$ cat config.mk
export PLATFORM = sky130hd
export DESIGN_NAME = stdp_array
export DESIGN_NICKNAME = d
export VERILOG_FILES = /design/src/rtl/stdp_array.sv
export SDC_FILE = /design/constraint.sdc
export NUM_CORES = 1
export LEC_CHECK = 0
export BUFFER_PORTS_ARGS = -buffer_cell sky130_fd_sc_hd__buf_2
export CORE_ASPECT_RATIO = 1.1
export CORE_MARGIN = 2
export CORE_UTILIZATION = 55
export CTS_CLUSTER_DIAMETER = 60
export CTS_CLUSTER_SIZE = 28
export DETAILED_ROUTE_END_ITERATION = 10
export GPL_TIMING_DRIVEN = 0
export PLACE_DENSITY = 0.74
export SYNTH_ARGS = -nofsm -noshare
export SYNTH_HDL_FRONTEND = slang
export SYNTH_SLANG_ARGS = --single-unit
$ cat constraint.sdc
create_clock -name clk_i -period 12.7 [get_ports clk_i]
set_clock_uncertainty 0.05 [all_clocks]
set_input_delay 0.635 -clock clk_i [delete_from_list [all_inputs] [get_ports clk_i]]
set_output_delay 0.635 -clock clk_i [all_outputs]
set_load 0.05 [all_outputs]
$ cat src/rtl/stdp_array.sv
`timescale 1ns/1ps
// stdp_array: N_PRE leaky integrate-and-fire inputs feeding one LIF output through
// STDP-trained weights. Define STDP_LTD_EN to compile in depression (LTD).
module stdp_array #(
  parameter int N_PRE    = 5,
  parameter int V_W      = 8,
  parameter int W_W      = 8,
  parameter int T_W      = 4,
  parameter int W_INIT   = 32,
  parameter int THR_POST = 200,
  localparam int SEL_W   = (N_PRE > 1) ? $clog2(N_PRE) : 1
) (
  input  logic                 clk_i,
  input  logic                 rst_i,
  input  logic [7:0]           current_i,
  input  logic [N_PRE*V_W-1:0] thr_pre_i,
  input  logic                 learn_en_i,
  input  logic [SEL_W-1:0]     w_sel_i,
  output logic [N_PRE-1:0]     spike_pre_o,
  output logic                 spike_post_o,
  output logic [V_W-1:0]       v_post_o,
  output logic [W_W-1:0]       w_out_o,
  output logic                 w_upd_o
);

  localparam int CW = (V_W > 8) ? V_W : 8;
  localparam int AW = ((W_W > T_W) ? W_W : T_W) + 1;
  localparam int SW = ((W_W > V_W) ? W_W : V_W) + 5;
  localparam logic [V_W-1:0] V_MAX = {V_W{1'b1}};
  localparam logic [W_W-1:0] W_MAX = {W_W{1'b1}};
  localparam logic [T_W-1:0] T_MAX = {T_W{1'b1}};
  localparam logic [W_W-1:0] W_RST = W_W'(W_INIT);
  localparam logic [V_W-1:0] THR_P = V_W'(THR_POST);

  function automatic logic [V_W-1:0] lif_integrate(input logic [V_W-1:0] v,
                                                   input logic [V_W-1:0] cur);
    logic [V_W:0] s;
    s = (V_W+1)'(v >> 1'b1) + (V_W+1)'(cur);
    return s[V_W] ? V_MAX : s[V_W-1:0];
  endfunction

  function automatic logic [T_W-1:0] timer_next(input logic fire, input logic [T_W-1:0] c);
    if (fire) begin
      return '0;
    end else if (c == T_MAX) begin
      return T_MAX;
    end else begin
      return c + T_W'(1);
    end
  endfunction

  function automatic logic [W_W-1:0] w_add_sat(input logic [W_W-1:0] w, input logic [T_W-1:0] d);
    logic [AW-1:0] s;
    s = AW'(w) + AW'(d);
    return (s > AW'(W_MAX)) ? W_MAX : W_W'(s);
  endfunction

`ifdef STDP_LTD_EN
  function automatic logic [W_W-1:0] w_sub_sat(input logic [W_W-1:0] w, input logic [T_W-1:0] d);
    return (AW'(w) < AW'(d)) ? '0 : W_W'(AW'(w) - AW'(d));
  endfunction
`endif

  logic [N_PRE-1:0][V_W-1:0] v_pre_q, v_pre_d, v_pre_int_s;
  logic [N_PRE-1:0]          spike_pre_q, spike_pre_d;
  logic [V_W-1:0]            v_post_q, v_post_d, v_post_int_s;
  logic                      spike_post_q, spike_post_d;
  logic [N_PRE-1:0][T_W-1:0] cpre_q, cpre_d, dt_s;
  logic [T_W-1:0]            cpost_q, cpost_d;
  logic [N_PRE-1:0][W_W-1:0] w_q, w_d;
  logic                      w_upd_q, w_upd_d;
  logic [V_W-1:0]            cur_pre_s, syn_cur_s;
  logic [SW-1:0]             syn_sum_s;

  // Presynaptic LIF channels sharing one input current
  always_comb begin
    v_pre_d     = '0;
    spike_pre_d = '0;
    v_pre_int_s = '0;
    cur_pre_s   = (CW'(current_i) > CW'(V_MAX)) ? V_MAX : V_W'(current_i);
    for (int i = 0; i < N_PRE; i++) begin
      v_pre_int_s[i] = lif_integrate(v_pre_q[i], cur_pre_s);
      if (v_pre_int_s[i] >= thr_pre_i[i*V_W +: V_W]) begin
        spike_pre_d[i] = 1'b1;
        v_pre_d[i]     = '0;
      end else begin
        spike_pre_d[i] = 1'b0;
        v_pre_d[i]     = v_pre_int_s[i];
      end
    end
  end

  // Postsynaptic neuron driven by the saturated weighted sum of registered pre spikes
  always_comb begin
    syn_sum_s = '0;
    for (int i = 0; i < N_PRE; i++) begin
      if (spike_pre_q[i]) begin
        syn_sum_s = syn_sum_s + SW'(w_q[i]);
      end else begin
        syn_sum_s = syn_sum_s;
      end
    end
    syn_cur_s    = (syn_sum_s > SW'(V_MAX)) ? V_MAX : V_W'(syn_sum_s);
    v_post_int_s = lif_integrate(v_post_q, syn_cur_s);
    if (v_post_int_s >= THR_P) begin
      spike_post_d = 1'b1;
      v_post_d     = '0;
    end else begin
      spike_post_d = 1'b0;
      v_post_d     = v_post_int_s;
    end
    cpost_d = timer_next(spike_post_q, cpost_q);
  end

  // Spike timers and weight plasticity; a coincident pre spike counts as dt=0
  always_comb begin
    w_d    = w_q;
    cpre_d = '0;
    dt_s   = '0;
    for (int i = 0; i < N_PRE; i++) begin
      cpre_d[i] = timer_next(spike_pre_q[i], cpre_q[i]);
      dt_s[i]   = spike_pre_q[i] ? '0 : cpre_q[i];
      if (learn_en_i && spike_post_q) begin
        w_d[i] = w_add_sat(w_q[i], T_MAX - dt_s[i]);
`ifdef STDP_LTD_EN
      end else if (learn_en_i && spike_pre_q[i] && (cpost_q != T_MAX)) begin
        w_d[i] = w_sub_sat(w_q[i], T_MAX - cpost_q);
`endif
      end else begin
        w_d[i] = w_q[i];
      end
    end
    w_upd_d = (w_d != w_q);
  end

  // Weight readback; indices past the last channel read as zero
  always_comb begin
    w_out_o = '0;
    for (int i = 0; i < N_PRE; i++) begin
      if (w_sel_i == SEL_W'(i)) begin
        w_out_o = w_q[i];
      end else begin
        w_out_o = w_out_o;
      end
    end
  end

  // State register; reset overrides any update computed this cycle
  always_ff @(posedge clk_i) begin
    if (rst_i) begin
      v_pre_q      <= '0;
      spike_pre_q  <= '0;
      v_post_q     <= '0;
      spike_post_q <= 1'b0;
      cpre_q       <= {N_PRE{T_MAX}};
      cpost_q      <= T_MAX;
      w_q          <= {N_PRE{W_RST}};
      w_upd_q      <= 1'b0;
    end else begin
      v_pre_q      <= v_pre_d;
      spike_pre_q  <= spike_pre_d;
      v_post_q     <= v_post_d;
      spike_post_q <= spike_post_d;
      cpre_q       <= cpre_d;
      cpost_q      <= cpost_d;
      w_q          <= w_d;
      w_upd_q      <= w_upd_d;
    end
  end

  assign spike_pre_o  = spike_pre_q;
  assign spike_post_o = spike_post_q;
  assign v_post_o     = v_post_q;
  assign w_upd_o      = w_upd_q;

endmodule

# Word-level counts from Yosys, hierarchy flattened

Index checks and enable logic that the tools add are counted.

Register bits: 115
Latch bits: 0
RAM bits: 0
Memory bits (read-only): 0
Bits of input ports: 54
Output and inout port bits: 23
Logic and storage cells: 124
Memories kept: 0

Add/subtract/negate cells: 25
Multiply operators: 0
Div/mod/pow operators: 0
Magnitude comparators: 13
Eq/ne operators: 10
Shifts and indexed selects: 0
Mux-type cells: 49
Bitwise operators: 0
Reduce and logical (&&, ||, !) cells: 8

Operators by type and width:

| cell                                                           | count |
|---|---|
| two-way mux 8 bit                                              | 24 |
| two-way mux 4 bit                                              | 15 |
| adder 7 x 8 -> 9 bit                                           | 6 |
| adder 13 x 8 -> 13 bit                                         | 4 |
| two-way mux 13 bit                                             | 4 |
| adder 8 x 4 -> 9 bit                                           | 5 |
| greater-than comparator 9 x 8 -> 1 bit, second input constant  | 5 |
| greater-or-equal comparator 8 bit                              | 5 |
| != test 40 bit                                                 | 1 |
| adder 4 x 1 -> 4 bit, second input constant                    | 5 |
| equality test 4 bit, second input constant                     | 5 |
| subtractor 4 bit, first input constant                         | 5 |
| greater-than comparator 13 x 8 -> 1 bit, second input constant | 1 |
| OR reduction 2 bit                                             | 6 |
| greater-or-equal comparator 8 bit, second input constant       | 1 |
| greater-than comparator 8 bit, second input constant           | 1 |
| equality test 3 x 2 -> 1 bit, second input constant            | 2 |
| two-way mux 1 bit                                              | 6 |
| equality test 3 x 1 -> 1 bit, second input constant            | 1 |
| equality test 3 bit, second input constant                     | 1 |
| logical NOT 3 bit                                              | 1 |
| logical AND 1 bit                                              | 1 |

# Depth between registers and ports, before layout

Gate-level depths: netlist of the first run.

Depth after elaboration: 15
Mapped depth: 42
Depth with buffers taken out: 40

# Worst setup path before layout of the first run

No wires, ideal clock.

Path kind: register -> register
From: register spike_pre_q[0] (netlist: spike_pre_o[0])
To: register spike_post_q (netlist: spike_post_o)
Library setup time: 61 ps
Arrival: 8,089 ps
Required time: 12,589 ps
Slack: 4,500 ps
Stages on the path, launching flop included: 40
Buffers on the path: 2
Period minus slack after synthesis: 8,200 ps
Path through: dfxtp_1 > buf_6 > and2_1 > ha_1 > fa_1 > o21ai_0 > o221ai_1 > o311ai_2 > xor2_1 > a21oi_1 > ha_1 > a21oi_1 > o21ai_0 > a21oi_1 > nor3b_1 > or4b_4 > ha_1 > xor2_1 > (+4 left out) > nor4_1 > o32a_1 > and3_4 > or2_2 > clkbuf_2 > nand3_1 > ha_1 > inv_1 > fa_1 > nor2b_1 > o21ai_0 > a21boi_0 > o21ai_0 > nand2b_1 > a21oi_1 > or2_2 > o311ai_4 > and3b_1

Cells in the longest elaborated chain, start to end: 15

Ends and longest elaborated chain:

| item                                    | line | RTL |
|---|---|---|
| start: declaration                      | 65   | `logic [N_PRE-1:0] spike_pre_q, spike_pre_d;` |
| start signal: assignment                | 161  | `spike_pre_q <= spike_pre_d;` |
| two-way mux 8 bit *                     | 97   | `if (spike_pre_q[i]) begin` |
| adder 13 x 8 -> 13 bit                  | 98   | `syn_sum_s = syn_sum_s + SW'(w_q[i]);` |
| two-way mux 13 bit *                    | 97   |  |
| adder 13 x 8 -> 13 bit                  | 98   |  |
| two-way mux 13 bit *                    | 97   |  |
| adder 13 x 8 -> 13 bit                  | 98   |  |
| two-way mux 13 bit *                    | 97   |  |
| adder 13 x 8 -> 13 bit                  | 98   |  |
| two-way mux 13 bit *                    | 97   |  |
| greater-than comparator 13 x 8 -> 1 bit | 103  | `syn_cur_s = (syn_sum_s > SW'(V_MAX)) ? V_MAX : V_W'(syn_sum_s);` |
| two-way mux 8 bit *                     | 103  |  |
| adder 7 x 8 -> 9 bit *                  | 38   | `s = (V_W+1)'(v >> 1'b1) + (V_W+1)'(cur);` |
| two-way mux 8 bit *                     | 39   | `return s[V_W] ? V_MAX : s[V_W-1:0];` |
| greater-or-equal comparator 8 bit *     | 105  | `if (v_post_int_s >= THR_P) begin` |
| two-way mux 1 bit *                     | 105  |  |
| end signal: assignment                  | 163  | `spike_post_q <= spike_post_d;` |
| end: declaration                        | 67   | `logic spike_post_q, spike_post_d;` |

Every way passes the cells marked *; elsewhere a longest branch is shown, timed or not.
A chain may end at the register's enable or synchronous reset.

# Worst setup path after layout of the first run

Same ends and word-level chain as after synthesis.

==> results of run 1 <==
-- cell families (layout without fill, tap and decap cells) --
kind of cell | count (synthesis) | count (layout)
adders and majority gates | 154 | 154
DFF | 110 | 110
and+or+nand+nor | 428 | 428
xor gates and xnor gates | 52 | 52
buffers and inverters | 136 | 225
AOI/OAI and AO/OA | 363 | 363
muxes | 35 | 35
-- stage by stage --
step,instance area [um2],setup WS [ns]
3_5_place_dp,11000,3.70
6_report,11300,3.62
2_1_floorplan,10300,4.50
5_1_grt,11300,2.98
4_1_cts,11300,3.64
3_3_place_gp,11000,3.78
-- power by group through the flow --
stage	Clock, mW	Sequential, mW	Combinational, mW
5_1_grt	0.338	0.515	1.48
3_3_place_gp	0	0.510	1.25
2_1_floorplan	0	0.538	0.996
4_1_cts	0.327	0.505	1.30
6_report	0.325	0.507	1.30
3_5_place_dp	0	0.512	1.29
-- worst max-delay path, delay by kind of cell, from the launching register on --
| family | cells | cell delay (ns) |
|---|---|---|
| and+or+nand+nor | 12 | 2.50 |
| xor gates and xnor gates | 2 | 0.37 |
| AOI/OAI and AO/OA | 15 | 3.01 |
| DFF | 1 | 0.42 |
| buffers and inverters | 3 | 0.42 |
| adders and majority gates | 7 | 2.25 |
-- routing by layer --
metal | wire length (um) | share of wire, % | track usage, % | vias to the layer above
met1 | 11800 | 44 | 33.7 | 4332
met3 | 1390 | 5.2 | 3.84 | 77
met5 | 0 | 0 | 0 | -
met2 | 12500 | 46 | 47.3 | 289
met4 | 1220 | 4.5 | 12.3 | 0
li1 | - | - | - | 4718
-- sequential cells by signal (all words and copies together) (netlist names) --
register,flops
w_upd_o,1
v_pre_q,35
v_post_o,8
spike_pre_o,5
cpre_q,20
spike_post_o,1
w_q,40
-- cell type report --
| class | count | area [um2] | share of cell area, % |
|---|---|---|---|
| multi-input cells | 1032 | 7600 | 67.0 |
| plain buffers | 42 | 183 | 1.61 |
| inverters | 94 | 353 | 3.11 |
| well taps | 243 | 304 | 2.68 |
| clock buffers | 11 | 253 | 2.23 |
| repair buffers | 74 | 370 | 3.26 |
| clock inverters | 4 | 77.6 | 0.684 |
| flip-flops and latches | 110 | 2200 | 19.4 |
-- cells in the mapped netlist (all sizes together) (4+ instances only) --
cell type  instances
a211o              5
a211oi            22
a21boi             7
a21o              48
a21oi             75
a22oi              8
a311oi             5
a31oi             10
and2               9
and3               9
buf               12
clkbuf            30
dfxtp            110
fa                15
ha               139
inv               92
mux2               9
mux2i             24
nand2             70
nand2b            58
nand3             29
nand3b            10
nor2             104
nor2b             78
nor3              28
nor3b              5
nor4               4
o211ai            10
o21a              19
o21ai             77
o21bai            28
o22ai             12
or2               11
xnor2             27
xor2              25
-- final timing paths --
path / startpoint / end / slack, ns / cells past startpoint
max: spike_pre_o[0] / spike_post_o / 3.62 / 39
min: cpre_q[8] / cpre_q[8] / 0.53 / 2
max reg2reg: spike_pre_o[0] / spike_post_o / 3.62 / 39
min reg2reg: cpre_q[8] / cpre_q[8] / 0.53 / 2
==> flow_summary.json, run 1 <==
{
  "nets": 1571,
  "synth.avg_cell_area_um2": 8.09,
  "worstPathMaxFanout": 10,
  "start_kind": "flip-flop",
  "synth_compound_area_share_pct": 24.0,
  "rsz0062_at_grt": "false",
  "yosysTopAreaCell": "dfxtp_1",
  "antenna_found_initial": 0,
  "layout_common_cells": "139 x ha_1, 110 x dfxtp_1, 104 x nor2_1, 92 x inv_1",
  "p_clk_share_pct": 15.2,
  "clk_root_buffer_cell": "clkbuf_16",
  "synth.yosys.seq_area_share_pct": 21.3,
  "synth_top_family_by_area": "compound AO/OA/AOI/OAI gates",
  "wirelength_um": 26900,
  "ys_ff_latch": 110,
  "cts_buffer_depth": 2,
  "slew_violations": 0,
  "setup_violations": 0,
  "finalPower_mw": 2.13,
  "slew_headroom_pct": 49.4,
  "n_fill_cell": 1694,
  "clock_latency_ns": 0.37,
  "p_int_mw": 1.21,
  "holdCritPathClass": "reg -> reg",
  "first_pass_iters": 7,
  "layout_min_cycle_time_ns": 9.08,
  "status": "complete, no violations",
  "clk_pin_slew_ns": 0.07,
  "grtUsageTotal_pct": 27.3,
  "pin_count": 77,
  "layout_commonest_cell": "ha_1",
  "vias": 9416,
  "drive_gt1_share_pct": 9.66,
  "final_cells": 1610,
  "synth_edf_count": 0,
  "finish.utilization_pct": 61.6,
  "whs_ns": 0.530,
  "fp.coreArea_um2": 18400,
  "p_leak_nw": 5.29,
  "netlist_area_um2": 10300,
  "vdd_ir_drop_max_mv": 0.104,
  "grt_max_degree": 18,
  "route.detailed.wl_per_inst_um": 16.7,
  "yosys.area_share.adder_pct": 19.7,
  "cts.repair.resized": 0,
  "synthTopCellsByArea": "dfxtp_1 21%, ha_1 17%, nor2b_1 4.7%",
  "grt_pass1_vias": 8984,
  "dieArea_um2": 19900,
  "p_sw_share_pct": 43.4,
  "synthSimpleGateAreaFrac_pct": 21.5,
  "cts_tree": "built",
  "diodes": 0,
  "arrival_ns": 9.33,
  "ys_warn_count": 0,
  "die_h_um": 148,
  "hold_viol": 0,
  "port_buffers": 74,
  "path_class": "reg -> reg",
  "post_cts_buffers": 0,
  "synth_ff_type": "dfxtp_1",
  "grt.overflow.total": 0,
  "cts_made_buffers": 9,
  "synth_xor_area_share_pct": 4.41,
  "switchingPower_mw": 0.924,
  "synth_mux_area_share_pct": 3.86,
  "worst_slew_pin_slew_ns": 0.759,
  "pwr-share-seq_pct": 23.8,
  "max_freq_mhz": 110,
  "place.gp.congestion": 0.933,
  "ys_async_sr_fraction_pct": 0,
  "fin_crit_sh_pct": 71.5,
  "ant_nets": 0,
  "drc_errors": 0,
  "cap_viol_max_count": 0,
  "cp.required_ns": 12.95,
  "drtIter0Drc": 514,
  "via_per_inst": 5.85,
  "cpMaxStageDelayCell": "or4b_4",
  "clock-sinks": 110,
  "comb_power_share_pct": 60.9,
  "syn2layout_area_growth_pct": 9.72,
  "htree_levels": 3,
  "endpoint_kind": "flip-flop",
  "fp-row-count": 52,
  "grt_pass1_wl_um": 43600,
  "power_density_nw_per_um2": 188,
  "synth.distinct_cells": 81,
  "slowest_delay_ns": 0.59,
  "post-dp-hpwl_um": 21400,
  "cts_hold_buf": 0,
  "synth_nets": 1486,
  "fin_tns_setup_ns": 0,
  "numPlacedInstances": 1595,
  "start_util_pct": 56.1,
  "synth_top_area_share_pct": 21.3,
  "syn_inst": 1278,
  "die_w_um": 135
}
No activity file was read; power rests on OpenSTA's default activity.
==> inputs of run 2 (changes only) <==
- clock period: 12.7 -> 8.95 ns (I/O delays scaled with it)
==> flow_summary.json, run 2 (synthesis gave the netlist of run 1 again) <==
{
  "power_density_nw_per_um2": 268,
  "die_h_um": 148,
  "numPlacedInstances": 1595,
  "largestRegisters": "w_q (40), v_pre_q (35), cpre_q (20)",
  "antenna_found_initial": 0,
  "route.detailed.wl_per_inst_um": 16.9,
  "worstPathMaxFanout": 10,
  "fin_area_um2": 11500,
  "grt.overflow.total": 0,
  "switchingPower_mw": 1.35,
  "holdCritPathClass": "in -> reg",
  "p_leak_nw": 5.34,
  "max_freq_mhz": 116,
  "layout_commonest_cell": "ha_1",
  "pin_count": 77,
  "via_per_inst": 5.85,
  "drc_errors": 0,
  "syn2layout_area_growth_pct": 11.7,
  "endpoint_kind": "flip-flop",
  "vdd_ir_drop_max_mv": 0.147,
  "fp.coreArea_um2": 18400,
  "grt_pass1_vias": 9001,
  "fin_crit_sh_pct": 95.9,
  "cts_buffer_depth": 2,
  "die_w_um": 135,
  "diodes": 0,
  "grtUsageTotal_pct": 27.4,
  "placedInstanceArea_um2": 11000,
  "p_sw_share_pct": 43.8,
  "n_fill_cell": 1664,
  "arrival_ns": 8.84,
  "largest-register": "w_q",
  "cap_viol_max_count": 0,
  "start_kind": "flip-flop",
  "vias": 9469,
  "clk_pin_slew_ns": 0.07,
  "p_clk_share_pct": 14.9,
  "slowest_delay_ns": 0.55,
  "dieArea_um2": 19900,
  "post-dp-hpwl_um": 21400,
  "path_class": "reg -> reg",
  "comb_power_share_pct": 61.8,
  "nets": 1580,
  "pwr-share-seq_pct": 23.3,
  "cts_tree": "built",
  "drive_gt1_share_pct": 12.0,
  "grt_pass1_wl_um": 43600,
  "layout_common_cells": "137 x ha_1, 109 x dfxtp_1, 104 x nor2_1, 92 x inv_1",
  "ant_nets": 0,
  "htree_levels": 3,
  "port_buffers": 74,
  "final_cells": 1619,
  "clock_latency_ns": 0.37,
  "hold_viol": 0,
  "start_util_pct": 56.1,
  "place.gp.congestion": 0.933,
  "drtIter0Drc": 566,
  "slew_violations": 0,
  "first_pass_iters": 8,
  "slew_headroom_pct": 49.8,
  "clock-sinks": 110,
  "fp-row-count": 52,
  "grt_max_degree": 18,
  "worst_slew_pin_slew_ns": 0.752,
  "clk_root_buffer_cell": "clkbuf_16",
  "cts_made_buffers": 9,
  "largest_reg_flops": 40,
  "layout_min_cycle_time_ns": 8.59,
  "finish.utilization_pct": 62.7,
  "status": "complete, no violations",
  "cts_hold_buf": 0,
  "cp.required_ns": 9.21,
  "cpMaxStageDelayCell": "or4b_4",
  "p_int_mw": 1.74,
  "setup_violations": 0,
  "wirelength_um": 27400
}
## run 2: cell count changes in the layout (fill, tap and decap cells not counted), moves of 3 or more
cell	change
xor2_2	+3
a21oi_1	-5
xor2_1	-3
o21ai_0	-5
o21ai_1	+3
a21oi_2	+4
buf_4	+8
## run 2: worst paths after layout
check	from	to	slack, ns	depth (start not counted)
hold reg to reg	cpre_q[8]	cpre_q[8]	0.53	2
setup reg to reg	spike_pre_o[0]	spike_post_o	0.36	39
hold / removal	learn_en_i	w_q[16]	0.48	4
setup / recovery	spike_pre_o[0]	spike_post_o	0.36	39
## run 2: repair_timing
action,in CTS,in global routing
gates cloned,0,1
resized for setup,5,28
setup endpoints to repair,8,9
pin swaps,2,12
setup buffers,1,7
## run 2: final cells by class
| type | count | area (um2) | share of cell area, % |
|---|---|---|---|
| multi-input combinational | 1033 | 7740 | 67.0 |
| tap | 243 | 304 | 2.63 |
| inverter | 94 | 353 | 3.06 |
| timing repair buffer | 82 | 430 | 3.73 |
| buffer | 42 | 185 | 1.60 |
| clock inverter | 4 | 77.6 | 0.672 |
| sequential | 110 | 2200 | 19.1 |
| clock buffer | 11 | 253 | 2.19 |
## run 2: layer usage
layer | up-vias | share of wire [%] | global-route usage [%]
met5 | - | 0 | 0
met4 | 0 | 4.4 | 12.3
met3 | 79 | 5.6 | 3.84
met2 | 299 | 47 | 47.4
met1 | 4357 | 43 | 33.7
li1 | 4734 | - | -
## run 2: worst max-delay path: cells and delay by family (launching register included)
family,cells,cell delay [ns]
buffers and inverters,3,0.39
DFF,1,0.38
xor gates and xnor gates,2,0.29
and+or+nand+nor,12,2.53
adders and majority gates,7,2.09
AOI/OAI and AO/OA,15,2.76
## run 2: power groups by stage
| stage | clock network [mW] | registers (mW) | logic, mW |
|---|---|---|---|
| 2_1_floorplan | 0 | 0.763 | 1.41 |
| 3_3_place_gp | 0 | 0.724 | 1.77 |
| 3_5_place_dp | 0 | 0.727 | 1.83 |
| 4_1_cts | 0.463 | 0.716 | 1.85 |
| 5_1_grt | 0.480 | 0.732 | 2.16 |
| 6_report | 0.460 | 0.720 | 1.91 |
## run 2: per-stage QoR
step	total power [mW]	setup TNS, ns	setup WS, ns	hold WS (ns)
2_1_floorplan	2.18	0	0.750	0.443
3_3_place_gp	2.50	0	0.0304	0.502
3_5_place_dp	2.55	-0.0532	-0.0532	0.518
4_1_cts	3.03	0	0.0611	0.490
5_1_grt	3.37	-0.0653	-0.0312	0.523
6_report	3.09	0	0.364	0.481
